==> config.mk <==
export PLATFORM = sky130hd
export DESIGN_NAME = uart_rx_ctrl_flat
export DESIGN_NICKNAME = d
export VERILOG_FILES = /design/src/rtl/uart_rx_ctrl_if.sv /design/src/rtl/uart_rx_ctrl.sv /design/src/flat_wrapper.sv
export SDC_FILE = /design/constraint.sdc
export NUM_CORES = 1
export LEC_CHECK = 0
export ABC_AREA = 0
export CORE_ASPECT_RATIO = 0.9
export CORE_MARGIN = 2
export CORE_UTILIZATION = 54
export CTS_BUF_LIST = sky130_fd_sc_hd__clkbuf_8
export DETAILED_ROUTE_END_ITERATION = 8
export GPL_ROUTABILITY_DRIVEN = 0
export PLACE_DENSITY = 0.82
export REMOVE_ABC_BUFFERS = 1
export SYNTH_ARGS = -nofsm -noshare
export SYNTH_HDL_FRONTEND = slang
export SYNTH_SLANG_ARGS = --single-unit
==> constraint.sdc <==
create_clock -name CLK -period 2.8 [get_ports CLK]
set_input_delay 0.84 -clock CLK [delete_from_list [all_inputs] [get_ports CLK]]
set_output_delay 0.84 -clock CLK [all_outputs]
set_load 0.05 [all_outputs]
==> src/rtl/uart_rx_ctrl_if.sv <==
// uart_rx_ctrl_if: bundles config, receiver-side and consumer-side signals of the RX control block.
// Latency: none, wiring only.
// Backpressure: carries the out_valid/out_ready handshake; slave = control block, master = its environment.
interface uart_rx_ctrl_if #(
  parameter int DATA_WIDTH = 8,
  parameter int CNT_WIDTH  = 8
);
  // runtime configuration request and applied configuration
  logic                  cfg_wr;
  logic                  cfg_par_en;
  logic                  cfg_par_typ;
  logic [5:0]            cfg_prescale;
  logic                  cfg_pending;
  logic                  cfg_ack;
  logic                  PAR_EN;
  logic                  PAR_TYP;
  logic [5:0]            Prescale;
  logic                  rx_en;
  // receiver back-end
  logic                  rx_busy;
  logic [DATA_WIDTH-1:0] rx_data;
  logic                  rx_data_valid;
  logic                  rx_par_err;
  logic                  rx_stp_err;
  // consumer side and statistics
  logic [DATA_WIDTH-1:0] out_data;
  logic                  out_valid;
  logic                  out_ready;
  logic                  fifo_full;
  logic [CNT_WIDTH-1:0]  par_err_cnt;
  logic [CNT_WIDTH-1:0]  stp_err_cnt;
  logic [CNT_WIDTH-1:0]  ovr_cnt;
  logic                  cnt_clr;

  modport slave (
    input  cfg_wr, cfg_par_en, cfg_par_typ, cfg_prescale,
    input  rx_busy, rx_data, rx_data_valid, rx_par_err, rx_stp_err,
    input  out_ready, cnt_clr,
    output cfg_pending, cfg_ack, PAR_EN, PAR_TYP, Prescale, rx_en,
    output out_data, out_valid, fifo_full, par_err_cnt, stp_err_cnt, ovr_cnt
  );

  modport master (
    output cfg_wr, cfg_par_en, cfg_par_typ, cfg_prescale,
    output rx_busy, rx_data, rx_data_valid, rx_par_err, rx_stp_err,
    output out_ready, cnt_clr,
    input  cfg_pending, cfg_ack, PAR_EN, PAR_TYP, Prescale, rx_en,
    input  out_data, out_valid, fifo_full, par_err_cnt, stp_err_cnt, ovr_cnt
  );
endinterface

==> src/rtl/uart_rx_ctrl.sv <==
// uart_rx_ctrl: applies receiver config only between frames, buffers RX words, counts errors/overruns.
// Latency: config visible 3 cycles after cfg_wr with receiver idle; a pushed word is visible 1 cycle later.
// Backpressure: out_valid/out_ready; a word arriving while full and not popped that cycle is dropped and counted.
module uart_rx_ctrl #(
  parameter int         DATA_WIDTH    = 8,
  parameter int         FIFO_DEPTH    = 4,
  parameter int         CNT_WIDTH     = 8,
  parameter logic [5:0] PRESCALE_RST  = 6'd8,
  parameter int         SETTLE_CYCLES = 2
) (
  input logic           CLK,
  input logic           RST,
  uart_rx_ctrl_if.slave bus
);

  localparam int AW = $clog2(FIFO_DEPTH);
  localparam int OW = AW + 1;
  localparam int SW = (SETTLE_CYCLES > 1) ? $clog2(SETTLE_CYCLES) : 1;
  localparam logic [SW-1:0] SETTLE_LAST = SW'(SETTLE_CYCLES - 1);
  localparam logic [OW-1:0] DEPTH_CNT   = OW'(FIFO_DEPTH);

  typedef enum logic [1:0] {S_IDLE, S_WAIT, S_APPLY, S_SETTLE} state_t;

  state_t          r_state;
  state_t          w_state_nxt;
  logic            r_newer;
  logic            w_newer_nxt;
  logic            w_in_apply;
  logic [SW-1:0]   r_settle_cnt;
  logic            r_sh_par_en;
  logic            r_sh_par_typ;
  logic [5:0]      r_sh_prescale;
  logic            r_par_en;
  logic            r_par_typ;
  logic [5:0]      r_prescale;
  logic            r_cfg_ack;
  logic            r_cfg_pending;
  logic            r_rx_en;

  logic [DATA_WIDTH-1:0] r_mem [FIFO_DEPTH];
  logic [AW-1:0]         r_wptr;
  logic [AW-1:0]         r_rptr;
  logic [OW-1:0]         r_count;
  logic [OW-1:0]         w_count_nxt;
  logic                  r_out_valid;
  logic                  r_full;
  logic                  w_push;
  logic                  w_pop;
  logic                  w_ovr;
  logic [CNT_WIDTH-1:0]  r_par_cnt;
  logic [CNT_WIDTH-1:0]  r_stp_cnt;
  logic [CNT_WIDTH-1:0]  r_ovr_cnt;

  // Saturating event counter; a clear coinciding with an event leaves 1 so the event survives.
  function automatic logic [CNT_WIDTH-1:0] f_cnt_nxt(input logic [CNT_WIDTH-1:0] cnt,
                                                      input logic ev, input logic clr);
    if (clr)
      return ev ? CNT_WIDTH'(1) : '0;
    else if (ev && (cnt != '1))
      return cnt + CNT_WIDTH'(1);
    else
      return cnt;
  endfunction

  // Config FSM next state; a request seen in APPLY/SETTLE is remembered and sends us back to WAIT.
  always_comb begin
    w_state_nxt = r_state;
    w_in_apply  = (r_state == S_APPLY) || (r_state == S_SETTLE);
    case (r_state)
      S_IDLE:   if (bus.cfg_wr) w_state_nxt = S_WAIT;
      S_WAIT:   if (!bus.rx_busy) w_state_nxt = S_APPLY;
      S_APPLY:  w_state_nxt = S_SETTLE;
      S_SETTLE: if (r_settle_cnt == '0) w_state_nxt = (r_newer || bus.cfg_wr) ? S_WAIT : S_IDLE;
      default:  w_state_nxt = S_IDLE;
    endcase
    w_newer_nxt = ((w_state_nxt == S_APPLY) || (w_state_nxt == S_SETTLE)) &&
                  (r_newer || (bus.cfg_wr && w_in_apply));
  end

  // Config state, shadow/applied registers and registered FSM outputs (decoded from next state).
  always_ff @(posedge CLK) begin
    if (RST) begin
      r_state       <= S_IDLE;
      r_newer       <= 1'b0;
      r_settle_cnt  <= '0;
      r_sh_par_en   <= 1'b1;
      r_sh_par_typ  <= 1'b0;
      r_sh_prescale <= PRESCALE_RST;
      r_par_en      <= 1'b1;
      r_par_typ     <= 1'b0;
      r_prescale    <= PRESCALE_RST;
      r_cfg_ack     <= 1'b0;
      r_cfg_pending <= 1'b0;
      r_rx_en       <= 1'b0;
    end else begin
      r_state <= w_state_nxt;
      r_newer <= w_newer_nxt;
      if (bus.cfg_wr) begin
        r_sh_par_en   <= bus.cfg_par_en;
        r_sh_par_typ  <= bus.cfg_par_typ;
        r_sh_prescale <= bus.cfg_prescale;
      end
      if (r_state == S_APPLY) begin
        r_par_en     <= r_sh_par_en;
        r_par_typ    <= r_sh_par_typ;
        r_prescale   <= r_sh_prescale;
        r_settle_cnt <= SETTLE_LAST;
      end else if ((r_state == S_SETTLE) && (r_settle_cnt != '0)) begin
        r_settle_cnt <= r_settle_cnt - SW'(1);
      end
      r_cfg_ack     <= (w_state_nxt == S_APPLY);
      r_rx_en       <= (w_state_nxt == S_IDLE) || (w_state_nxt == S_WAIT);
      r_cfg_pending <= (w_state_nxt == S_WAIT) || w_newer_nxt;
    end
  end

  // FIFO control: a full FIFO still accepts a word when the head leaves in the same cycle.
  always_comb begin
    w_pop       = r_out_valid && bus.out_ready;
    w_push      = bus.rx_data_valid && (!r_full || bus.out_ready);
    w_ovr       = bus.rx_data_valid && r_full && !bus.out_ready;
    w_count_nxt = r_count + OW'(w_push) - OW'(w_pop);
  end

  // FIFO storage, pointers and registered status flags; no bypass from rx_data to out_data.
  always_ff @(posedge CLK) begin
    if (RST) begin
      for (int i = 0; i < FIFO_DEPTH; i++) r_mem[i] <= '0;
      r_wptr      <= '0;
      r_rptr      <= '0;
      r_count     <= '0;
      r_out_valid <= 1'b0;
      r_full      <= 1'b0;
    end else begin
      if (w_push) begin
        r_mem[r_wptr] <= bus.rx_data;
        r_wptr        <= r_wptr + AW'(1);
      end
      if (w_pop) r_rptr <= r_rptr + AW'(1);
      r_count     <= w_count_nxt;
      r_out_valid <= (w_count_nxt != '0);
      r_full      <= (w_count_nxt == DEPTH_CNT);
    end
  end

  // Error and overrun statistics.
  always_ff @(posedge CLK) begin
    if (RST) begin
      r_par_cnt <= '0;
      r_stp_cnt <= '0;
      r_ovr_cnt <= '0;
    end else begin
      r_par_cnt <= f_cnt_nxt(r_par_cnt, bus.rx_par_err, bus.cnt_clr);
      r_stp_cnt <= f_cnt_nxt(r_stp_cnt, bus.rx_stp_err, bus.cnt_clr);
      r_ovr_cnt <= f_cnt_nxt(r_ovr_cnt, w_ovr, bus.cnt_clr);
    end
  end

  assign bus.cfg_pending = r_cfg_pending;
  assign bus.cfg_ack     = r_cfg_ack;
  assign bus.PAR_EN      = r_par_en;
  assign bus.PAR_TYP     = r_par_typ;
  assign bus.Prescale    = r_prescale;
  assign bus.rx_en       = r_rx_en;
  // Head is read straight from the register array at the read pointer.
  assign bus.out_data    = r_mem[r_rptr];
  assign bus.out_valid   = r_out_valid;
  assign bus.fifo_full   = r_full;
  assign bus.par_err_cnt = r_par_cnt;
  assign bus.stp_err_cnt = r_stp_cnt;
  assign bus.ovr_cnt     = r_ovr_cnt;

endmodule

==> src/flat_wrapper.sv <==
// flat-port wrapper written by rule: the top's interface ports become plain ports
module uart_rx_ctrl_flat 
#(
  parameter int         DATA_WIDTH    = 8,
  parameter int         FIFO_DEPTH    = 4,
  parameter int         CNT_WIDTH     = 8,
  parameter logic [5:0] PRESCALE_RST  = 6'd8,
  parameter int         SETTLE_CYCLES = 2
)
  (CLK, RST, bus_cfg_wr, bus_cfg_par_en, bus_cfg_par_typ, bus_cfg_prescale, bus_rx_busy, bus_rx_data, bus_rx_data_valid, bus_rx_par_err, bus_rx_stp_err, bus_out_ready, bus_cnt_clr, bus_cfg_pending, bus_cfg_ack, bus_PAR_EN, bus_PAR_TYP, bus_Prescale, bus_rx_en, bus_out_data, bus_out_valid, bus_fifo_full, bus_par_err_cnt, bus_stp_err_cnt, bus_ovr_cnt);
  uart_rx_ctrl_if #(.DATA_WIDTH(DATA_WIDTH), .CNT_WIDTH(CNT_WIDTH)) bus_i ();
  input logic CLK;
  input logic RST;
  input wire logic [$bits(bus_i.cfg_wr)-1:0] bus_cfg_wr;
  input wire logic [$bits(bus_i.cfg_par_en)-1:0] bus_cfg_par_en;
  input wire logic [$bits(bus_i.cfg_par_typ)-1:0] bus_cfg_par_typ;
  input wire logic [$bits(bus_i.cfg_prescale)-1:0] bus_cfg_prescale;
  input wire logic [$bits(bus_i.rx_busy)-1:0] bus_rx_busy;
  input wire logic [$bits(bus_i.rx_data)-1:0] bus_rx_data;
  input wire logic [$bits(bus_i.rx_data_valid)-1:0] bus_rx_data_valid;
  input wire logic [$bits(bus_i.rx_par_err)-1:0] bus_rx_par_err;
  input wire logic [$bits(bus_i.rx_stp_err)-1:0] bus_rx_stp_err;
  input wire logic [$bits(bus_i.out_ready)-1:0] bus_out_ready;
  input wire logic [$bits(bus_i.cnt_clr)-1:0] bus_cnt_clr;
  output wire logic [$bits(bus_i.cfg_pending)-1:0] bus_cfg_pending;
  output wire logic [$bits(bus_i.cfg_ack)-1:0] bus_cfg_ack;
  output wire logic [$bits(bus_i.PAR_EN)-1:0] bus_PAR_EN;
  output wire logic [$bits(bus_i.PAR_TYP)-1:0] bus_PAR_TYP;
  output wire logic [$bits(bus_i.Prescale)-1:0] bus_Prescale;
  output wire logic [$bits(bus_i.rx_en)-1:0] bus_rx_en;
  output wire logic [$bits(bus_i.out_data)-1:0] bus_out_data;
  output wire logic [$bits(bus_i.out_valid)-1:0] bus_out_valid;
  output wire logic [$bits(bus_i.fifo_full)-1:0] bus_fifo_full;
  output wire logic [$bits(bus_i.par_err_cnt)-1:0] bus_par_err_cnt;
  output wire logic [$bits(bus_i.stp_err_cnt)-1:0] bus_stp_err_cnt;
  output wire logic [$bits(bus_i.ovr_cnt)-1:0] bus_ovr_cnt;
  assign bus_i.cfg_wr = bus_cfg_wr;
  assign bus_i.cfg_par_en = bus_cfg_par_en;
  assign bus_i.cfg_par_typ = bus_cfg_par_typ;
  assign bus_i.cfg_prescale = bus_cfg_prescale;
  assign bus_i.rx_busy = bus_rx_busy;
  assign bus_i.rx_data = bus_rx_data;
  assign bus_i.rx_data_valid = bus_rx_data_valid;
  assign bus_i.rx_par_err = bus_rx_par_err;
  assign bus_i.rx_stp_err = bus_rx_stp_err;
  assign bus_i.out_ready = bus_out_ready;
  assign bus_i.cnt_clr = bus_cnt_clr;
  assign bus_cfg_pending = bus_i.cfg_pending;
  assign bus_cfg_ack = bus_i.cfg_ack;
  assign bus_PAR_EN = bus_i.PAR_EN;
  assign bus_PAR_TYP = bus_i.PAR_TYP;
  assign bus_Prescale = bus_i.Prescale;
  assign bus_rx_en = bus_i.rx_en;
  assign bus_out_data = bus_i.out_data;
  assign bus_out_valid = bus_i.out_valid;
  assign bus_fifo_full = bus_i.fifo_full;
  assign bus_par_err_cnt = bus_i.par_err_cnt;
  assign bus_stp_err_cnt = bus_i.stp_err_cnt;
  assign bus_ovr_cnt = bus_i.ovr_cnt;
  uart_rx_ctrl #(.DATA_WIDTH(DATA_WIDTH), .FIFO_DEPTH(FIFO_DEPTH), .CNT_WIDTH(CNT_WIDTH), .PRESCALE_RST(PRESCALE_RST), .SETTLE_CYCLES(SETTLE_CYCLES)) u_core (.CLK(CLK), .RST(RST), .bus(bus_i));
endmodule
==> flow_summary.ini, run 1 <==
[outcome]
outcome = complete, no violations

[finish]
post_route_cells_drive_above_1_share_pct = 12.1
multi_input_area_mm2 = 0.00163
seq_area_mm2 = 0.00212
final_area_mm2 = 0.00485
antenna_cells = 0
syn_to_final_growth_pct = 25.7
nets = 463
stdcell_count = 530
nFillCells = 543

[cts]
postCtsHoldBufs = 0
clk_latency_ns = 0.36
htree_levels = 3
cts-root-buf = clkbuf_8
cts_tree = built
cts_num_sinks = 90
path_clk_slew_ns = 0.09
ctsResizeCount = 0
clockBufferDepth = 2
cts_buffers = 9
post_cts_buffers = 0

[detailed_routing]
drt_first_pass_iters = 4
drt_iter0_markers = 131
wl_per_cell_um = 14.7
via_count = 2825
drc = 0
routed_via_density = 5.33
ant_nets = 0
drt-total-wl_um = 7800

[critical_path]
start_kind = flip-flop
worstPathRequired_ns = 1.96
crit_fanout = 6
cpPeakStageDelay_ns = 0.87
arrival_ns = 1.72
ff2ff_path_depth = 8
cp_cell_sequence = clkdlybuf4s50_1
cp.buffers_inverters = 1
ff2ff_setup_slack_ns = 0.90
path_depth = 1
r2r-end = u_core.bus.fifo_full
path_delay_family = buffers and inverters
endpoint_kind = output pin
reg2reg_from = u_core.bus.out_valid
crit_slowest_cell = clkdlybuf4s50_1
crit_type = reg2out

[pwr]
cellLeakagePower_nw = 1.85
p_per_area_mw_per_mm2 = 654
vdd_drop_max_mv = 0.499
finalPower_w = 0.00317

[global_routing]
grt_usage_pct = 20.9
gr-total-overflow = 0
grt_pass1_vias = 2652
grt_pass1_wl_um = 12800
grt_max_degree = 25
antenna_found_initial = 0

[timing]
worst_pin_slew_ns = 0.656
slew_violations = 0
final.period_utilization_pct = 91.4
hold_violations = 0
fmax_ghz = 0.391
hold_ws_ns = 0.460
maxSlewHeadroom_pct = 56.2
skew_ns = 0.0202
rsz0062_at_grt = false
period_minus_slack_ns = 2.56
setup_viol = 0

[synthesis]
synth_seq_cells = 90
syn_avg_cell_area_um2 = 10.8
synth-edff-count = 32
yosys_most_used_dff = dfxtp_1
yosysWarnings = 0
yosysSeqAreaShare_pct = 55.0
synth_cell_type_count = 48
mappedNetlistArea_mm2 = 0.00385
async_reset_ff_share_pct = 0
synthCells = 356

[die]
die_area_mm2 = 0.00783
start_util_pct = 55.3
ios = 70
die_w_um = 93.1
core_area_mm2 = 0.00697
core.rowCount = 29
die_h_um = 84.2

[place]
place.detailed.hpwl_um = 5450
postPlaceCellArea_mm2 = 0.00466
place_inst = 514
port_buffers = 69

[hold_path]
worstHoldPathCells = 2
hold-path-endpoint = u_core.bus.Prescale[4]
hp-start = u_core.r_sh_prescale[4]
hp-class = reg2reg

[job]
cap_violations = 0
synthesized netlist by cell type, drive strengths merged, types with 5 or more instances:
library cell	number	area (µm²)
dfxtp	58	1160
edfxtp	32	961
nor2	32	123
nand2	29	109
and3	21	131
and2	20	125
a21oi	16	80.1
o21ai	14	70.1
nand3	12	60.1
inv	10	37.5
mux2i	10	100
buf	8	38.8
clkbuf	8	31.3
mux4	8	180
xnor2	8	70.1
nor2b	7	43.8
nor3	6	30.0
a31oi	5	31.3
ha	5	62.6
xor2	5	43.8
logic make-up (layout without fill, tap and decap cells):
kind of cell | after synthesis | after routing | synth area share (%)
mux | 18 | 18 | 7.27
fa+ha+maj | 6 | 6 | 2.14
xor+xnor | 13 | 13 | 2.95
simple gates | 151 | 151 | 21.1
buf+inv | 26 | 107 | 2.79
compound gates | 52 | 52 | 8.67
flops | 90 | 90 | 55.0
routing by layer:
metal  wire length (µm)  track usage [%]  part of all wire [%]  vias up
met2               3670             32.3                    47       67
met5                  0                0                     0        -
met3                340             5.83                   4.4        8
li1                   -                -                     -     1426
met4                 85             6.15                   1.1        0
met1               3700             29.1                    47     1324
placed cells by master (no fill, tap or decap), drive strengths merged, types with 3 or more instances in the layout:
cell type / instances
clkdlybuf4s50: 61
mux4: 8
and4: 3
a21oi: 16
clkinvlp: 3
a211oi: 3
nand4: 4
a31oi: 5
xnor2: 8
mux2i: 10
or2: 4
and3: 21
nor2b: 7
buf: 20
and2: 20
edfxtp: 32
xor2: 5
clkbuf: 9
nor2: 32
nand2b: 4
inv: 13
o21ai: 14
nand3: 12
ha: 5
dfxtp: 58
nand2: 29
nor3: 6
worst reg2reg max path: stages (launching register included):
cell and delay (ns):
dfxtp_1 0.33, and2_1 0.18, ha_1 0.29, inv_1 0.06
ha_1 0.13, inv_1 0.05, fa_1 0.44, nor2b_1 0.15
and3_1 0.17
area by class of cell:
cell class	instances	area share, %
multi-input combinational	240	33.5
sequential	90	43.8
timing repair buffer	81	15.7
tap	93	2.40
inverter	10	0.775
clock buffer	9	2.56
clock inverter	7	1.24
through the flow:
step           setup TNS, ns  utilization (%)  worst slack, ns
3_3_place_gp               0             66.9           0.0202
3_5_place_dp         -0.0581             66.9          -0.0455
2_1_floorplan              0                -            0.462
5_1_grt                    0             69.6            0.170
6_report                   0             69.6            0.242
4_1_cts                    0             69.6            0.227
power by group:
part / internal, W / switching (W) / leakage [nW] / total (W)
registers: 0.00148 / 0.0000682 / 0.806 / 0.00155
clock network: 0.000336 / 0.000480 / 0.0844 / 0.000816
logic: 0.000331 / 0.000475 / 0.964 / 0.000806
total: 0.00215 / 0.00102 / 1.85 / 0.00317
state kept, by name, summed over array words and instances (netlist names), 2 cells and up, named ones only:
signal	cells
u_core.r_sh_prescale	6
u_core.r_mem	32
u_core.bus.ovr_cnt	8
u_core.r_state	2
u_core.r_rptr	2
u_core.bus.stp_err_cnt	8
u_core.r_wptr	2
u_core.bus.par_err_cnt	8
u_core.bus.Prescale	6
u_core.r_count	3
worst max path at each step:
stage,end,startpoint,slack [ns]
after global routing,bus_ovr_cnt[3],u_core.bus.ovr_cnt[3],0.17
after CTS,bus_ovr_cnt[3],u_core.bus.ovr_cnt[3],0.23
after detailed placement,u_core.bus.fifo_full,bus_out_ready,-0.05
after floorplan,u_core.bus.fifo_full,bus_out_ready,0.46
after global placement,u_core.bus.fifo_full,bus_out_ready,0.02
final,bus_ovr_cnt[3],u_core.bus.ovr_cnt[3],0.24
(Power assumes the default switching activity.)
==> inputs of run 2 (changes only) <==
--- a/config.mk
+++ b/config.mk
@@ -8,11 +8,11 @@
 export ABC_AREA = 0
 export CORE_ASPECT_RATIO = 0.9
 export CORE_MARGIN = 2
-export CORE_UTILIZATION = 54
+export CORE_UTILIZATION = 58
 export CTS_BUF_LIST = sky130_fd_sc_hd__clkbuf_8
 export DETAILED_ROUTE_END_ITERATION = 8
 export GPL_ROUTABILITY_DRIVEN = 0
-export PLACE_DENSITY = 0.82
+export PLACE_DENSITY = 0.87
 export REMOVE_ABC_BUFFERS = 1
 export SYNTH_ARGS = -nofsm -noshare
 export SYNTH_HDL_FRONTEND = slang
==> constraint.sdc (replaced) <==
create_clock -name CLK -period 3.25 [get_ports CLK]
set_input_delay 0.975 -clock CLK [delete_from_list [all_inputs] [get_ports CLK]]
set_output_delay 0.975 -clock CLK [all_outputs]
set_load 0.05 [all_outputs]
==> flow_summary.ini, run 2 (synthesis results as in run 1) <==
[outcome]
outcome = complete, no violations

[detailed_routing]
drt_iter0_markers = 133
drt_first_pass_iters = 5
drc = 0
wl_per_cell_um = 15.8
ant_nets = 0
via_count = 2934
drt-total-wl_um = 8260
routed_via_density = 5.60

[finish]
post_route_cells_drive_above_1_share_pct = 9.45
largest_register = u_core.r_mem
nFillCells = 471
nets = 460
antenna_cells = 0
largest_reg_flops = 32
final_area_mm2 = 0.00482
multi_input_area_mm2 = 0.00163
final_cell_mix = 69 x clkdlybuf4s50_1, 58 x dfxtp_1, 32 x edfxtp_1, 31 x nor2_1, 29 x nand2_1
stdcell_count = 524
syn_to_final_growth_pct = 25.2
final_common_cell = clkdlybuf4s50_1
seq_area_mm2 = 0.00212

[die]
die_w_um = 89.9
die_h_um = 81.3
core.rowCount = 28
start_util_pct = 59.2
ios = 70
die_area_mm2 = 0.00732
core_area_mm2 = 0.00652

[cts]
cts_num_sinks = 90
path_clk_slew_ns = 0.09
htree_levels = 3
cts_buffers = 9
cts-root-buf = clkbuf_8
postCtsHoldBufs = 0
clk_latency_ns = 0.36
ctsResizeCount = 0
clockBufferDepth = 2
post_cts_buffers = 0
cts_tree = built

[timing]
rsz0062_at_grt = false
skew_ns = 0.00819
setup_viol = 0
timing.final.ws_setup_ns = 0.101
hold_ws_ns = 0.458
period_minus_slack_ns = 3.15
slew_violations = 0
setup_tns_ns = 0
worst_pin_slew_ns = 0.637
fmax_ghz = 0.318
final.period_utilization_pct = 96.9
maxSlewHeadroom_pct = 57.4
hold_violations = 0

[global_routing]
grt_pass1_vias = 2745
grt_pass1_wl_um = 13400
grt_use_met1_pct = 29.5
busiest_layer = met2
antenna_found_initial = 0
use_met3_pct = 6.03
gr-total-overflow = 0
grt_usage_pct = 23.6
grtUsageMet2_pct = 41.4
grt_max_degree = 25

[place]
post-place-ws_ns = 0.157
place_inst = 508
port_buffers = 69
place.detailed.hpwl_um = 5890
postPlaceCellArea_mm2 = 0.00466

[critical_path]
start_kind = flip-flop
crit_type = reg2out
arrival_ns = 2.17
ff2ff_setup_slack_ns = 1.25
endpoint = bus_out_data[4]
endpoint_kind = output pin
worstPathRequired_ns = 2.27
reg2reg_from = u_core.bus.out_valid
crit_fanout = 7
ff2ff_path_depth = 8
r2r-end = u_core.bus.fifo_full

[pwr]
p_per_area_mw_per_mm2 = 559
cellLeakagePower_nw = 1.82
vdd_drop_max_mv = 0.325

[hold_path]
hp-class = reg2reg
hp-start = u_core.bus.Prescale[4]

[job]
cap_violations = 0
==> run 2: cell types whose count changed in the layout (fill, tap and decap cells not counted), sizes merged <==
cell	delta
clkdlybuf4s50	+8
inv	-2
buf	-11
clkinvlp	+2
==> run 2: metrics by stage <==
stage               power, W  utilization, %
finish               0.00270            74.0
global route         0.00282            74.0
floorplan            0.00181               -
global placement     0.00203            71.4
detailed placement   0.00207            71.4
CTS                  0.00272            74.0
==> run 2: layout make-up <==
cell class,count,share of cell area (%)
clock buffer,9,2.57
sequential,90,44.0
inverter,10,0.778
tap,90,2.33
multi-input combinational,240,33.7
timing repair buffer,78,15.7
clock inverter,7,0.934
==> run 2: worst min path at each step <==
stage                        endpoint  slack, ns  cells past startpoint
2_1_floorplan      u_core.bus.PAR_TYP       0.43                      2
6_report       u_core.bus.Prescale[4]       0.46                      2
5_1_grt        u_core.bus.Prescale[2]       0.47                      2
3_3_place_gp   u_core.bus.Prescale[1]       0.43                      2
4_1_cts        u_core.bus.Prescale[4]       0.46                      2
3_5_place_dp   u_core.bus.Prescale[4]       0.45                      2
==> run 2: layer usage <==
layer / routed length (µm) / vias up
met2: 4180 / 98
met5: 0 / -
met3: 482 / 16
li1: - / 1423
met4: 127 / 0
met1: 3470 / 1397
==> run 2: worst max-delay path, stage by stage (launching register included) <==
cell	delay [ns]
dfxtp_1	0.37
buf_4	0.21
mux4_2	0.52
clkdlybuf4s50_1	0.72
==> run 2: power by group <==
part	internal [W]	switching, W	leakage [nW]
logic	0.000290	0.000411	0.939
clock network	0.000273	0.000386	0.0714
registers	0.00127	0.0000614	0.806
total	0.00184	0.000859	1.82
==> inputs of run 3 (changes only) <==
--- a/config.mk
+++ b/config.mk
@@ -12,7 +12,7 @@
 export CTS_BUF_LIST = sky130_fd_sc_hd__clkbuf_8
 export DETAILED_ROUTE_END_ITERATION = 8
 export GPL_ROUTABILITY_DRIVEN = 0
-export PLACE_DENSITY = 0.87
+export PLACE_DENSITY = 0.94
 export REMOVE_ABC_BUFFERS = 1
 export SYNTH_ARGS = -nofsm -noshare
 export SYNTH_HDL_FRONTEND = slang
==> flow_summary.ini, run 3 (synthesis results as in run 1) <==
[finish]
multi_input_area_mm2 = 0.00163
final_common_cell = clkdlybuf4s50_1
final_area_mm2 = 0.00489
post_route_cells_drive_above_1_share_pct = 9.24
nets = 459
final_cell_mix = 63 x clkdlybuf4s50_1, 58 x dfxtp_1, 32 x edfxtp_1, 31 x nor2_1, 29 x nand2_1
seq_area_mm2 = 0.00212
syn_to_final_growth_pct = 26.8
largest_register = u_core.r_mem
antenna_cells = 0
largest_reg_flops = 32
nFillCells = 445

[hold_path]
hp-class = reg2reg

[global_routing]
grt_pass1_vias = 3002
antenna_found_initial = 0
grt_pass1_wl_um = 14200
grt_max_degree = 23
grt_usage_pct = 25.0
gr-total-overflow = 0

[detailed_routing]
routed_via_density = 5.67
wl_per_cell_um = 16.6
drc = 0
via_count = 2964
ant_nets = 0
drt_iter0_markers = 196
drt-total-wl_um = 8700
drt_first_pass_iters = 4

[timing]
setup_viol = 0
hold_violations = 0
final.period_utilization_pct = 93.1
period_minus_slack_ns = 3.03
setup_tns_ns = 0
timing.final.ws_setup_ns = 0.223
fmax_ghz = 0.330
worst_pin_slew_ns = 0.634
slew_violations = 0
rsz0062_at_grt = false
maxSlewHeadroom_pct = 57.7
skew_ns = 0.0114

[cts]
clockBufferDepth = 2
cts_tree = built
clk_latency_ns = 0.36
cts-root-buf = clkbuf_8
path_clk_slew_ns = 0.09
htree_levels = 3
cts_buffers = 9
cts_num_sinks = 90

[place]
place.detailed.hpwl_um = 5760
post-place-ws_ns = 0.173
port_buffers = 69
postPlaceCellArea_mm2 = 0.00465

[critical_path]
arrival_ns = 2.05
cp.buffers_inverters = 1
crit_slowest_cell = clkdlybuf4s50_1
path_delay_family = buffers and inverters
worstPathRequired_ns = 2.27
cpPeakStageDelay_ns = 0.72
endpoint_kind = output pin
crit_fanout = 3
crit_type = reg2out
start_kind = flip-flop
cp_cell_sequence = mux4_2 -> clkdlybuf4s50_1

[die]
die_h_um = 81.3
ios = 70
core.rowCount = 28
die_w_um = 89.9
die_area_mm2 = 0.00732
core_area_mm2 = 0.00652
start_util_pct = 59.2

[pwr]
vdd_drop_max_mv = 0.388
cellLeakagePower_nw = 1.94
p_per_area_mw_per_mm2 = 593

[outcome]
outcome = complete, no violations

[job]
cap_violations = 0
-- run 3: changes by cell type in the layout (fill, tap and decap cells not counted), sizes merged --
cell / change
buf: -1
bufinv: +2
clkbuf: +1
clkdlybuf4s50: -6
clkinvlp: -5
dlymetal6s2s: +6
inv: +2
-- run 3: path summary, 6_finish.rpt --
kind                                            from                    to  slack (ns)  cells past startpoint
worst max register to register  u_core.bus.out_valid  u_core.bus.fifo_full        1.29                      8
worst min register to register   u_core.r_sh_par_typ    u_core.bus.PAR_TYP        0.45                      2
worst min-delay path             u_core.r_sh_par_typ    u_core.bus.PAR_TYP        0.45                      2
worst max-delay path                       flip-flop       bus_out_data[1]        0.22                      2
-- run 3: area by class of cell --
| type | count | share of cell area, % |
|---|---|---|
| Sequential cell | 90 | 43.4 |
| Multi-Input combinational cell | 240 | 33.2 |
| Clock inverter | 6 | 1.82 |
| Clock buffer | 10 | 2.81 |
| Tap cell | 90 | 2.30 |
| Inverter | 10 | 0.768 |
| Timing Repair Buffer | 77 | 15.7 |
-- run 3: worst reg2reg max path: stages, from the launching register on --
cell and delay [ns]:
dfxtp_1 0.33, and2_1 0.19, ha_1 0.30, inv_1 0.07, ha_1 0.14, inv_1 0.05, fa_1 0.45, nor2b_1 0.15
and3_1 0.18
-- run 3: per-stage QoR --
step | hold slack [ns] | total power [W] | util, % | instances
6_report | 0.450 | 0.00290 | 75.0 | 523
5_1_grt | 0.478 | 0.00302 | 75.0 | 523
4_1_cts | 0.450 | 0.00291 | 74.8 | 523
3_5_place_dp | 0.447 | 0.00206 | 71.3 | 507
3_3_place_gp | 0.438 | 0.00203 | 71.3 | 507
2_1_floorplan | 0.425 | 0.00181 | - | 340
-- run 3: per-layer routing --
layer	share of wire, %	GRT usage (%)
met5	0	0
met4	1.6	7.38
met3	5.5	8.44
met2	52	46.1
met1	41	28.1
-- run 3: repair_timing --
| action | CTS | global route |
|---|---|---|
| resized for setup | 0 | 6 |
| hold buffers | 0 | 0 |
| buffers inserted | 0 | 0 |
| setup endpoints to repair | 0 | 6 |
-- run 3: power by group --
part | switching [W] | leakage [nW] | internal, W
combinational | 0.000413 | 1.01 | 0.000287
clock | 0.000400 | 0.120 | 0.000458
sequential | 0.0000666 | 0.806 | 0.00127
total | 0.000879 | 1.94 | 0.00202
